--- src/rtl/cu_microsequencer_if.sv ---
// cu_microsequencer_if
//   Bundles the sequencer's memory handshake, decoder-facing inputs and
//   datapath-facing outputs so the sequencer and its environment share one port.
//   master : the sequencer (consumes handshake/decoder inputs, drives control outputs)
//   slave  : the surrounding fetch/decode/datapath environment
// Signals
//   mem_ready     memory completes the current fetch/data access this cycle
//   if_cw         fetch control word
//   ex_cw         decoder control word for the current step
//   ex_kind       00 single, 01 iterate, 10 memory, 11 illegal (as 00)
//   ex_iters      total EX steps for iterate kind
//   halt_req      stop at the next instruction boundary
//   control_word  word driven to the datapath
//   state         IF=0 EX0=1 EXN=2 MEMW=3 HALT=7
//   step          EX step index fed back to the decoder
//   instr_done    pulse on the last cycle of an instruction
//   busy          state != IF
//   timeout_err   sticky memory-wait timeout fault
interface cu_microsequencer_if #(
  parameter int CW_WIDTH = 40,
  parameter int CNT_W    = 7
);
  logic                mem_ready;
  logic [CW_WIDTH-1:0] if_cw;
  logic [CW_WIDTH-1:0] ex_cw;
  logic [1:0]          ex_kind;
  logic [CNT_W-1:0]    ex_iters;
  logic                halt_req;
  logic [CW_WIDTH-1:0] control_word;
  logic [2:0]          state;
  logic [CNT_W-1:0]    step;
  logic                instr_done;
  logic                busy;
  logic                timeout_err;

  modport master (
    input  mem_ready, if_cw, ex_cw, ex_kind, ex_iters, halt_req,
    output control_word, state, step, instr_done, busy, timeout_err
  );

  modport slave (
    output mem_ready, if_cw, ex_cw, ex_kind, ex_iters, halt_req,
    input  control_word, state, step, instr_done, busy, timeout_err
  );
endinterface

--- src/rtl/cu_microsequencer.sv ---
// cu_microsequencer
//   Multi-cycle sequencer for the LEGv8 control unit. Chooses between the fetch
//   control word and the decoder control word each cycle, runs iterated EX steps
//   through a step counter, stretches memory accesses with a ready/wait handshake,
//   faults to HALT on a wait timeout and halts at instruction boundaries on request.
// Ports
//   clock  in  rising-edge clock
//   reset  in  asynchronous, active-low reset
//   bus    cu_microsequencer_if.master (handshake, decoder inputs, datapath outputs)
module cu_microsequencer #(
  parameter int CW_WIDTH    = 40,
  parameter int CNT_W       = 7,
  parameter int IL_BIT      = 24,
  parameter int MW_BIT      = 16,
  parameter int RW_BIT      = 15,
  parameter int MEM_TIMEOUT = 15
) (
  input  logic                 clock,
  input  logic                 reset,
  cu_microsequencer_if.master  bus
);

  localparam int WAIT_W = $clog2(MEM_TIMEOUT + 1);

  typedef enum logic [2:0] {
    ST_IF   = 3'd0,
    ST_EX0  = 3'd1,
    ST_EXN  = 3'd2,
    ST_MEMW = 3'd3,
    ST_HALT = 3'd7
  } state_t;

  state_t              state_q, state_d;
  logic [CNT_W-1:0]    step_q, step_d;
  logic [CNT_W-1:0]    iters_q, iters_d;
  logic [WAIT_W-1:0]   wait_q, wait_d;
  logic                timeout_q, timeout_d;
  logic [CW_WIDTH-1:0] cw;
  logic                done;
  logic                at_limit;

  assign at_limit = (wait_q == WAIT_W'(MEM_TIMEOUT));

  always_ff @(posedge clock or negedge reset) begin
    if (!reset) begin
      state_q   <= ST_IF;
      step_q    <= '0;
      iters_q   <= '0;
      wait_q    <= '0;
      timeout_q <= 1'b0;
    end else begin
      state_q   <= state_d;
      step_q    <= step_d;
      iters_q   <= iters_d;
      wait_q    <= wait_d;
      timeout_q <= timeout_d;
    end
  end

  always_comb begin
    state_d   = state_q;
    step_d    = step_q;
    iters_d   = iters_q;
    // Any completed access ends the current wait window.
    wait_d    = bus.mem_ready ? '0 : wait_q;
    timeout_d = timeout_q;
    cw        = '0;
    done      = 1'b0;

    case (state_q)
      ST_IF: begin
        cw = bus.if_cw;
        // A halt request wins over the fetch, so the instruction is not loaded.
        if (bus.halt_req) begin
          cw[IL_BIT] = 1'b0;
          state_d    = ST_HALT;
        end else if (bus.mem_ready) begin
          state_d = ST_EX0;
        end else begin
          cw[IL_BIT] = 1'b0;
          if (at_limit) begin
            state_d   = ST_HALT;
            timeout_d = 1'b1;
          end else begin
            wait_d = wait_q + WAIT_W'(1);
          end
        end
      end

      ST_EX0: begin
        cw = bus.ex_cw;
        case (bus.ex_kind)
          2'b01: begin
            iters_d = (bus.ex_iters == '0) ? CNT_W'(1) : bus.ex_iters;
            if (bus.ex_iters <= CNT_W'(1)) begin
              done    = 1'b1;
              state_d = ST_IF;
            end else begin
              step_d  = CNT_W'(1);
              state_d = ST_EXN;
            end
          end
          2'b10: begin
            if (bus.mem_ready) begin
              done    = 1'b1;
              state_d = ST_IF;
            end else begin
              // Register write waits for the data; the memory write strobe stays asserted.
              cw[RW_BIT] = 1'b0;
              cw[MW_BIT] = bus.ex_cw[MW_BIT];
              wait_d     = WAIT_W'(1);
              state_d    = ST_MEMW;
            end
          end
          default: begin
            done    = 1'b1;
            state_d = ST_IF;
          end
        endcase
      end

      ST_EXN: begin
        cw = bus.ex_cw;
        if (step_q == iters_q - CNT_W'(1)) begin
          done    = 1'b1;
          step_d  = '0;
          state_d = ST_IF;
        end else begin
          step_d = step_q + CNT_W'(1);
        end
      end

      ST_MEMW: begin
        cw = bus.ex_cw;
        if (bus.mem_ready) begin
          done    = 1'b1;
          state_d = ST_IF;
        end else begin
          cw[RW_BIT] = 1'b0;
          if (at_limit) begin
            state_d   = ST_HALT;
            timeout_d = 1'b1;
          end else begin
            wait_d = wait_q + WAIT_W'(1);
          end
        end
      end

      ST_HALT: begin
        cw = '0;
      end

      default: begin
        cw      = '0;
        state_d = ST_IF;
      end
    endcase

    // While reset is held the fetch must not load an instruction.
    if (!reset) begin
      cw[IL_BIT] = 1'b0;
      done       = 1'b0;
    end
  end

  assign bus.control_word = cw;
  assign bus.state        = state_q;
  assign bus.step         = step_q;
  assign bus.instr_done   = done;
  assign bus.busy         = (state_q != ST_IF);
  assign bus.timeout_err  = timeout_q;

endmodule

--- src/flat_wrapper.sv ---
// flat-port wrapper written by rule: the top's interface ports become plain ports
module cu_microsequencer_flat 
#(
  parameter int CW_WIDTH    = 40,
  parameter int CNT_W       = 7,
  parameter int IL_BIT      = 24,
  parameter int MW_BIT      = 16,
  parameter int RW_BIT      = 15,
  parameter int MEM_TIMEOUT = 15
)
  (clock, reset, bus_mem_ready, bus_if_cw, bus_ex_cw, bus_ex_kind, bus_ex_iters, bus_halt_req, bus_control_word, bus_state, bus_step, bus_instr_done, bus_busy, bus_timeout_err);
  cu_microsequencer_if #(.CW_WIDTH(CW_WIDTH), .CNT_W(CNT_W)) bus_i ();
  input  logic clock;
  input  logic reset;
  input wire logic [$bits(bus_i.mem_ready)-1:0] bus_mem_ready;
  input wire logic [$bits(bus_i.if_cw)-1:0] bus_if_cw;
  input wire logic [$bits(bus_i.ex_cw)-1:0] bus_ex_cw;
  input wire logic [$bits(bus_i.ex_kind)-1:0] bus_ex_kind;
  input wire logic [$bits(bus_i.ex_iters)-1:0] bus_ex_iters;
  input wire logic [$bits(bus_i.halt_req)-1:0] bus_halt_req;
  output wire logic [$bits(bus_i.control_word)-1:0] bus_control_word;
  output wire logic [$bits(bus_i.state)-1:0] bus_state;
  output wire logic [$bits(bus_i.step)-1:0] bus_step;
  output wire logic [$bits(bus_i.instr_done)-1:0] bus_instr_done;
  output wire logic [$bits(bus_i.busy)-1:0] bus_busy;
  output wire logic [$bits(bus_i.timeout_err)-1:0] bus_timeout_err;
  assign bus_i.mem_ready = bus_mem_ready;
  assign bus_i.if_cw = bus_if_cw;
  assign bus_i.ex_cw = bus_ex_cw;
  assign bus_i.ex_kind = bus_ex_kind;
  assign bus_i.ex_iters = bus_ex_iters;
  assign bus_i.halt_req = bus_halt_req;
  assign bus_control_word = bus_i.control_word;
  assign bus_state = bus_i.state;
  assign bus_step = bus_i.step;
  assign bus_instr_done = bus_i.instr_done;
  assign bus_busy = bus_i.busy;
  assign bus_timeout_err = bus_i.timeout_err;
  cu_microsequencer #(.CW_WIDTH(CW_WIDTH), .CNT_W(CNT_W), .IL_BIT(IL_BIT), .MW_BIT(MW_BIT), .RW_BIT(RW_BIT), .MEM_TIMEOUT(MEM_TIMEOUT)) u_core (.clock(clock), .reset(reset), .bus(bus_i));
endmodule
--- config.mk ---
export PLATFORM = sky130hd
export DESIGN_NAME = cu_microsequencer_flat
export DESIGN_NICKNAME = d
export VERILOG_FILES = /design/src/rtl/cu_microsequencer_if.sv /design/src/rtl/cu_microsequencer.sv /design/src/flat_wrapper.sv
export SDC_FILE = /design/constraint.sdc
export NUM_CORES = 1
export LEC_CHECK = 0
export BUFFER_PORTS_ARGS = -buffer_cell sky130_fd_sc_hd__buf_4
export CORE_MARGIN = 5
export CORE_UTILIZATION = 37
export DETAILED_ROUTE_END_ITERATION = 8
export PLACE_DENSITY = 0.75
export SYNTH_ARGS = -nofsm -noshare
export SYNTH_HDL_FRONTEND = slang
export SYNTH_SLANG_ARGS = --single-unit
--- constraint.sdc ---
create_clock -name clock -period 2.23 [get_ports clock]
set_input_delay 0.446 -clock clock [delete_from_list [all_inputs] [get_ports clock]]
set_output_delay 0.446 -clock clock [all_outputs]
set_load 0.05 [all_outputs]
==> flow_summary.ini, run 1 <==
[cts]
clkTransAtPathRegs_ns = 0.09
h-tree-depth = 1
cts_made_buffers = 3
clk_latency_ns = 0.28
cts_tree = done
clock_path_buffers = 2
cts_root_buf = clkbuf_8
cts_num_sinks = 22
hold_buffers = 0

[worst_setup_path]
reg2reg_from = u_core.bus.state[1]
cp.required_ns = 1.78
end_kind = primary output
cp_cell_sequence = inv_2 -> ha_2 -> or2b_1 -> or2_4 -> o311a_4 -> nor3_4 -> a41o_4 -> buf_8
critPathKind = flip-flop to primary output
slowest_stage = dfrtp_1
path_delay_family = simple AND/OR/NAND/NOR gates
cp-start-kind = flip-flop
critPathMaxStageDelay_ns = 0.40
cp.arrival_ns = 2.08
worst-path-buf-inv = 2
crit_fanout = 3
startpoint = u_core.iters_q[1]

[place]
place.gp.congestion = 0.8892
io_buffers = 145
pre_cts_ws_ns = -0.08388
dp_hpwl_mm = 6.794

[power]
irDropWorstVdd_mv = 1.031
p_switching_mw = 3.776
power.static_leakage_nw = 1.780
clkPwrFrac_pct = 5.9
p_int_mw = 2.785
sw_frac_of_total_pct = 57.56
power_mw = 6.561
combinationalPowerShare_pct = 82.3
seq_power_share_pct = 11.8
power.density_mw_per_mm2 = 1854

[timing]
setup_violations = 1
hold_slack_ns = -0.0001485
rsz0062_at_grt = yes
fmax_ghz = 0.3965
hold_viol_final = 1
slew_headroom_pct = 78.08
fin_skew_ns = 0.01243
worst_slack_ns = -0.2923
min_period_ns = 2.522
period_share_pct = 113.1
worstMarginPinSlew_ns = 0.3257
report.final.slew_viol_count = 0

[die]
start_util_pct = 38.63
die_w_um = 83.72
die_area_mm2 = 0.007008
io-pin-count = 146
core_area_mm2 = 0.005205
std_cell_rows = 26
fp.dieH_um = 83.72

[global_route]
grt_first_pass_wirelength_mm = 13.01
grt_max_degree = 40
grtUsageTotal_pct = 22.53
grt_pass1_vias = 2592
antenna_found_initial = 0
globalRouteOverflowTotal = 0

[status]
status = complete, but fails checks
violations = hold timing, setup timing

[logic_synthesis]
syn_area_mm2 = 0.002011
async_flop_share_pct = 100.0
syn_area_per_cell_um2 = 8.556
synth-seq-cells = 22
synth_cells = 235
synthFlopType = dfrtp_1
synth_seq_area_share_pct = 27.38
ys_warn_count = 0
synth_cell_types = 49
syn-num-nets = 333
synth_edf_count = 0

[routing]
drt-wirelength-per-cell_um = 17.50
first_pass_iters = 4
vias_per_cell = 5.427
drt_drc_violations_left = 0
vias = 2540
drtIter0Drc = 177
drt_wl_total_mm = 8.192
ant_nets = 0

[worst_hold_path]
hp-class = input pin to async pin

[layout]
finalNetCount = 497
area_growth_syn_to_layout_pct = 75.98
drive_above_1_share_pct = 61.06
num_antenna_cells = 0

[job]
cap_viol_max_count = 0
-- synthesized netlist by cell type, types with 3 or more instances --
library cell  count  area [µm²]
a31oi_1           5       31.28
xnor2_1           3       26.28
nor3_1            5       25.02
a21oi_1          11       55.05
clkbuf_1          9       33.78
inv_1             9       33.78
dfrtp_1          22       550.5
a21o_1            3       22.52
mux2_2            5       56.30
o31ai_1           5       37.54
a32oi_1           6       52.55
and3_1            4       25.02
nor2_1           19       71.32
nand2b_1          3       18.77
a22o_1           38       332.8
xor2_1            6       52.55
o21ai_0          15       75.07
nand3_1           6       30.03
buf_2             6       30.03
ha_1              5       62.56
nand4_1           3       18.77
nand2_1          14       52.55
-- routing by layer --
layer  part of all wire [%]  track usage [%]  vias to the layer above  wire length [µm]
met1                     40            27.59                     1184              3307
met3                    7.2            5.331                       13               591
met4                    1.7            5.556                        0               136
met5                      0                0                        -                 0
li1                       -                -                     1223                 -
met2                     51            39.62                      120              4157
-- layout make-up --
cell class,instances,area [µm²]
clock buffer,3,41.29
clock inverter,1,30.03
fill,438,1667
inverter,9,33.78
multi-input combinational,188,1453
sequential,22,561.8
tap,70,87.58
timing repair buffer,175,1331
-- power groups by stage --
stage | combinational [mW] | sequential (mW) | clock [mW]
after floorplan | 3.46 | 0.980 | 0
after global placement | 5.22 | 0.796 | 0
after detailed placement | 5.27 | 0.805 | 0
after CTS | 5.29 | 0.799 | 0.394
after global routing | 5.69 | 0.802 | 0.416
final | 5.40 | 0.773 | 0.390
-- worst paths after layout --
kind / end / slack, ns / cells past startpoint
min in group clock: u_core.iters_q[0] / 0.39 / 2
hold reg to reg: u_core.bus.timeout_err / 0.47 / 1
setup / recovery: bus_instr_done / -0.29 / 8
hold / removal: u_core.bus.timeout_err / -0.0001 / 1
max in group asynchronous: u_core.iters_q[2] / 1.79 / 2
setup reg to reg: u_core.bus.step[1] / 0.25 / 6
-- metrics by stage --
step | cell area, µm² | setup TNS [ns] | util, % | instances
final | 3538 | -0.2923 | 67.98 | 468
after floorplan | 2111 | -0.005742 | - | 235
after CTS | 3495 | -0.3102 | 67.14 | 462
after detailed placement | 3413 | -0.08388 | 65.58 | 458
after global placement | 3413 | -0.04229 | 65.58 | 458
after global routing | 3538 | -0.3811 | 67.98 | 468
-- sequential cells by signal, indices dropped and copies added, names as in the netlist --
register	cells
u_core.wait_q	4
u_core.bus.step	7
u_core.bus.timeout_err	1
u_core.iters_q	7
u_core.bus.state	3
-- worst reg2reg max path, delay by kind of cell, from the launching register on --
kind	cells	cell delay, ns
simple gates	2	0.61
flops	1	0.47
buf+inv	1	0.18
compound gates	3	0.61
-- cells in the final DEF (no fill, tap or decap), types with 3 or more instances in the layout --
master,instances
nand2_1,14
nand3_1,6
clkbuf_8,3
nand2b_1,3
buf_4,172
a22o_2,29
nand4_1,3
nor2_2,4
a22o_1,9
ha_1,4
inv_1,8
nor2_1,16
o21ai_0,15
a32oi_1,6
o31ai_1,5
nor3_4,3
mux2_2,5
dfrtp_2,9
xor2_1,6
dfrtp_1,13
a21oi_1,11
a31oi_1,5
xnor2_1,3
nor3_1,4
a21o_1,3
and3_1,4
-- cells by family after synthesis --
family	Yosys count	synth area share, %
compound gates	92	35.41
mux	5	2.800
flops	22	27.38
buf+inv	25	5.040
simple gates	76	21.53
fa+ha+maj	5	3.111
xor+xnor	10	4.730
-- repair_timing --
action | CTS | global route
buffers inserted | 0 | 6
pin swaps | 0 | 1
resized for setup | 3 | 2
endpoints found under the setup margin | 1 | 22
No activity file was read; power rests on OpenSTA's default activity.
==> inputs of run 2 (changes only) <==
--- a/config.mk
+++ b/config.mk
@@ -10,6 +10,7 @@
 export CORE_UTILIZATION = 37
 export DETAILED_ROUTE_END_ITERATION = 8
 export PLACE_DENSITY = 0.75
+export RECOVER_POWER = 25
 export SYNTH_ARGS = -nofsm -noshare
 export SYNTH_HDL_FRONTEND = slang
 export SYNTH_SLANG_ARGS = --single-unit
==> run 2 against run 1 <==
First-iteration DRC count stayed put. The flow finishes with violations (setup timing). Sequential power barely moved. Largest power group unchanged. Critical path type unchanged. Total power hardly changed. Cell count did not move. Maximum frequency is essentially flat.
==> flow_summary.ini, run 2 (synthesized netlist as in run 1, its figures left out) <==
[routing]
drt_wl_total_mm = 8.200
vias = 2543
drt_drc_violations_left = 0
first_pass_iters = 4
ant_nets = 0
drt-wirelength-per-cell_um = 17.52
drtIter0Drc = 177
vias_per_cell = 5.434

[cts]
clkTransAtPathRegs_ns = 0.09
cts_num_sinks = 22
hold_buffers = 0
cts_tree = done
clk_latency_ns = 0.28
h-tree-depth = 1
clock_path_buffers = 2
cts_root_buf = clkbuf_8
cts_made_buffers = 3

[die]
core_area_mm2 = 0.005205
die_area_mm2 = 0.007008
die_w_um = 83.72
start_util_pct = 38.63
std_cell_rows = 26
fp.dieH_um = 83.72
io-pin-count = 146

[timing]
fmax_ghz = 0.3964
rsz0062_at_grt = yes
hold_viol_final = 0
setup_violations = 1
hold_slack_ns = 0.002546
min_period_ns = 2.523
worst_slack_ns = -0.2925
slew_headroom_pct = 59.22
fin_skew_ns = 0.01254
report.final.slew_viol_count = 0
period_share_pct = 113.1
worstMarginPinSlew_ns = 0.6143

[worst_setup_path]
cp.arrival_ns = 2.08
crit_fanout = 3
cp-start-kind = flip-flop
cp.required_ns = 1.78
end_kind = primary output
critPathKind = flip-flop to primary output

[place]
pre_cts_ws_ns = -0.08388
dpl_cell_area_mm2 = 0.003413
placed_cells = 458
io_buffers = 145
dp_hpwl_mm = 6.794
place.gp.congestion = 0.8892

[layout]
nFillCells = 439
layout_commonest_cell = buf_4
final_cell_mix = buf_4, a22o_2, nor2_1
num_antenna_cells = 0
finalNetCount = 497
fin_cells = 468
drive_above_1_share_pct = 60.55
area_growth_syn_to_layout_pct = 75.73
post-route-cell-area_mm2 = 0.003533

[job]
cap_viol_max_count = 0

[power]
irDropWorstVdd_mv = 1.031
power.static_leakage_nw = 1.777
power_mw = 6.559
power.density_mw_per_mm2 = 1856

[global_route]
grtUsageTotal_pct = 22.53
antenna_found_initial = 0
grt_first_pass_wirelength_mm = 13.01
grt_pass1_vias = 2592
globalRouteOverflowTotal = 0
grt_max_degree = 40

[worst_hold_path]
hp-class = input pin to async pin

[status]
violations = setup timing
status = complete, but fails checks
## run 2: cell count changes in the layout (fill, tap and decap cells not counted), sizes merged
cell | previous run | this run
clkbuf | 4 | 5
buf | 174 | 173
## run 2: what timing repair did
action | CTS | global route
setup endpoints to repair | 1 | 22
buffers inserted | 0 | 6
resized for setup | 3 | 2
pin swaps | 0 | 1
hold endpoints to repair | 0 | 0
## run 2: critical path, cell delays in order, from the launching register on
cell and delay [ns]:
dfrtp_1 0.40, inv_2 0.05, ha_2 0.19, or2b_1 0.23
or2_4 0.23, o311a_4 0.13, nor3_4 0.19, a41o_4 0.24
buf_8 0.14
## run 2: area by class of cell
type | count | area (µm²) | area share (%)
clock buffer | 3 | 41.29 | 1.169
clock inverter | 1 | 30.03 | 0.8499
inverter | 9 | 33.78 | 0.9561
multi-input combinational | 188 | 1453 | 41.11
sequential | 22 | 560.5 | 15.86
tap | 70 | 87.58 | 2.479
timing repair buffer | 175 | 1328 | 37.57
## run 2: final timing paths
| check | from | endpoint | slack [ns] | depth (start not counted) |
|---|---|---|---|---|
| setup reg to reg | u_core.bus.state[1] | u_core.bus.step[1] | 0.25 | 6 |
| max in group asynchronous | reset | u_core.iters_q[2] | 1.78 | 2 |
| hold reg to reg | u_core.bus.timeout_err | u_core.bus.timeout_err | 0.47 | 1 |
| min in group clock | bus_ex_iters[0] | u_core.iters_q[0] | 0.39 | 2 |
| hold / removal | reset | u_core.wait_q[2] | 0.003 | 1 |
| setup / recovery | u_core.iters_q[1] | bus_instr_done | -0.29 | 8 |
## run 2: metal layers
layer / track usage (%) / wire length [µm] / vias to the layer above
met2: 39.62 / 4162 / 119
met1: 27.59 / 3333 / 1188
met3: 5.331 / 568 / 13
li1: - / - / 1223
met4: 5.556 / 136 / 0
met5: 0 / 0 / -
## run 2: metrics by stage
step	setup TNS (ns)	util, %
6_report	-0.2925	67.88
5_1_grt	-0.3811	67.88
4_1_cts	-0.3102	67.14
3_5_place_dp	-0.08388	65.58
3_3_place_gp	-0.04229	65.58
2_1_floorplan	-0.005742	-
## run 2: power breakdown
group | switching, mW | leakage, nW | internal (mW) | total, mW
clock | 0.150 | 0.0357 | 0.240 | 0.390
combinational | 3.41 | 1.47 | 1.98 | 5.40
sequential | 0.213 | 0.270 | 0.559 | 0.772
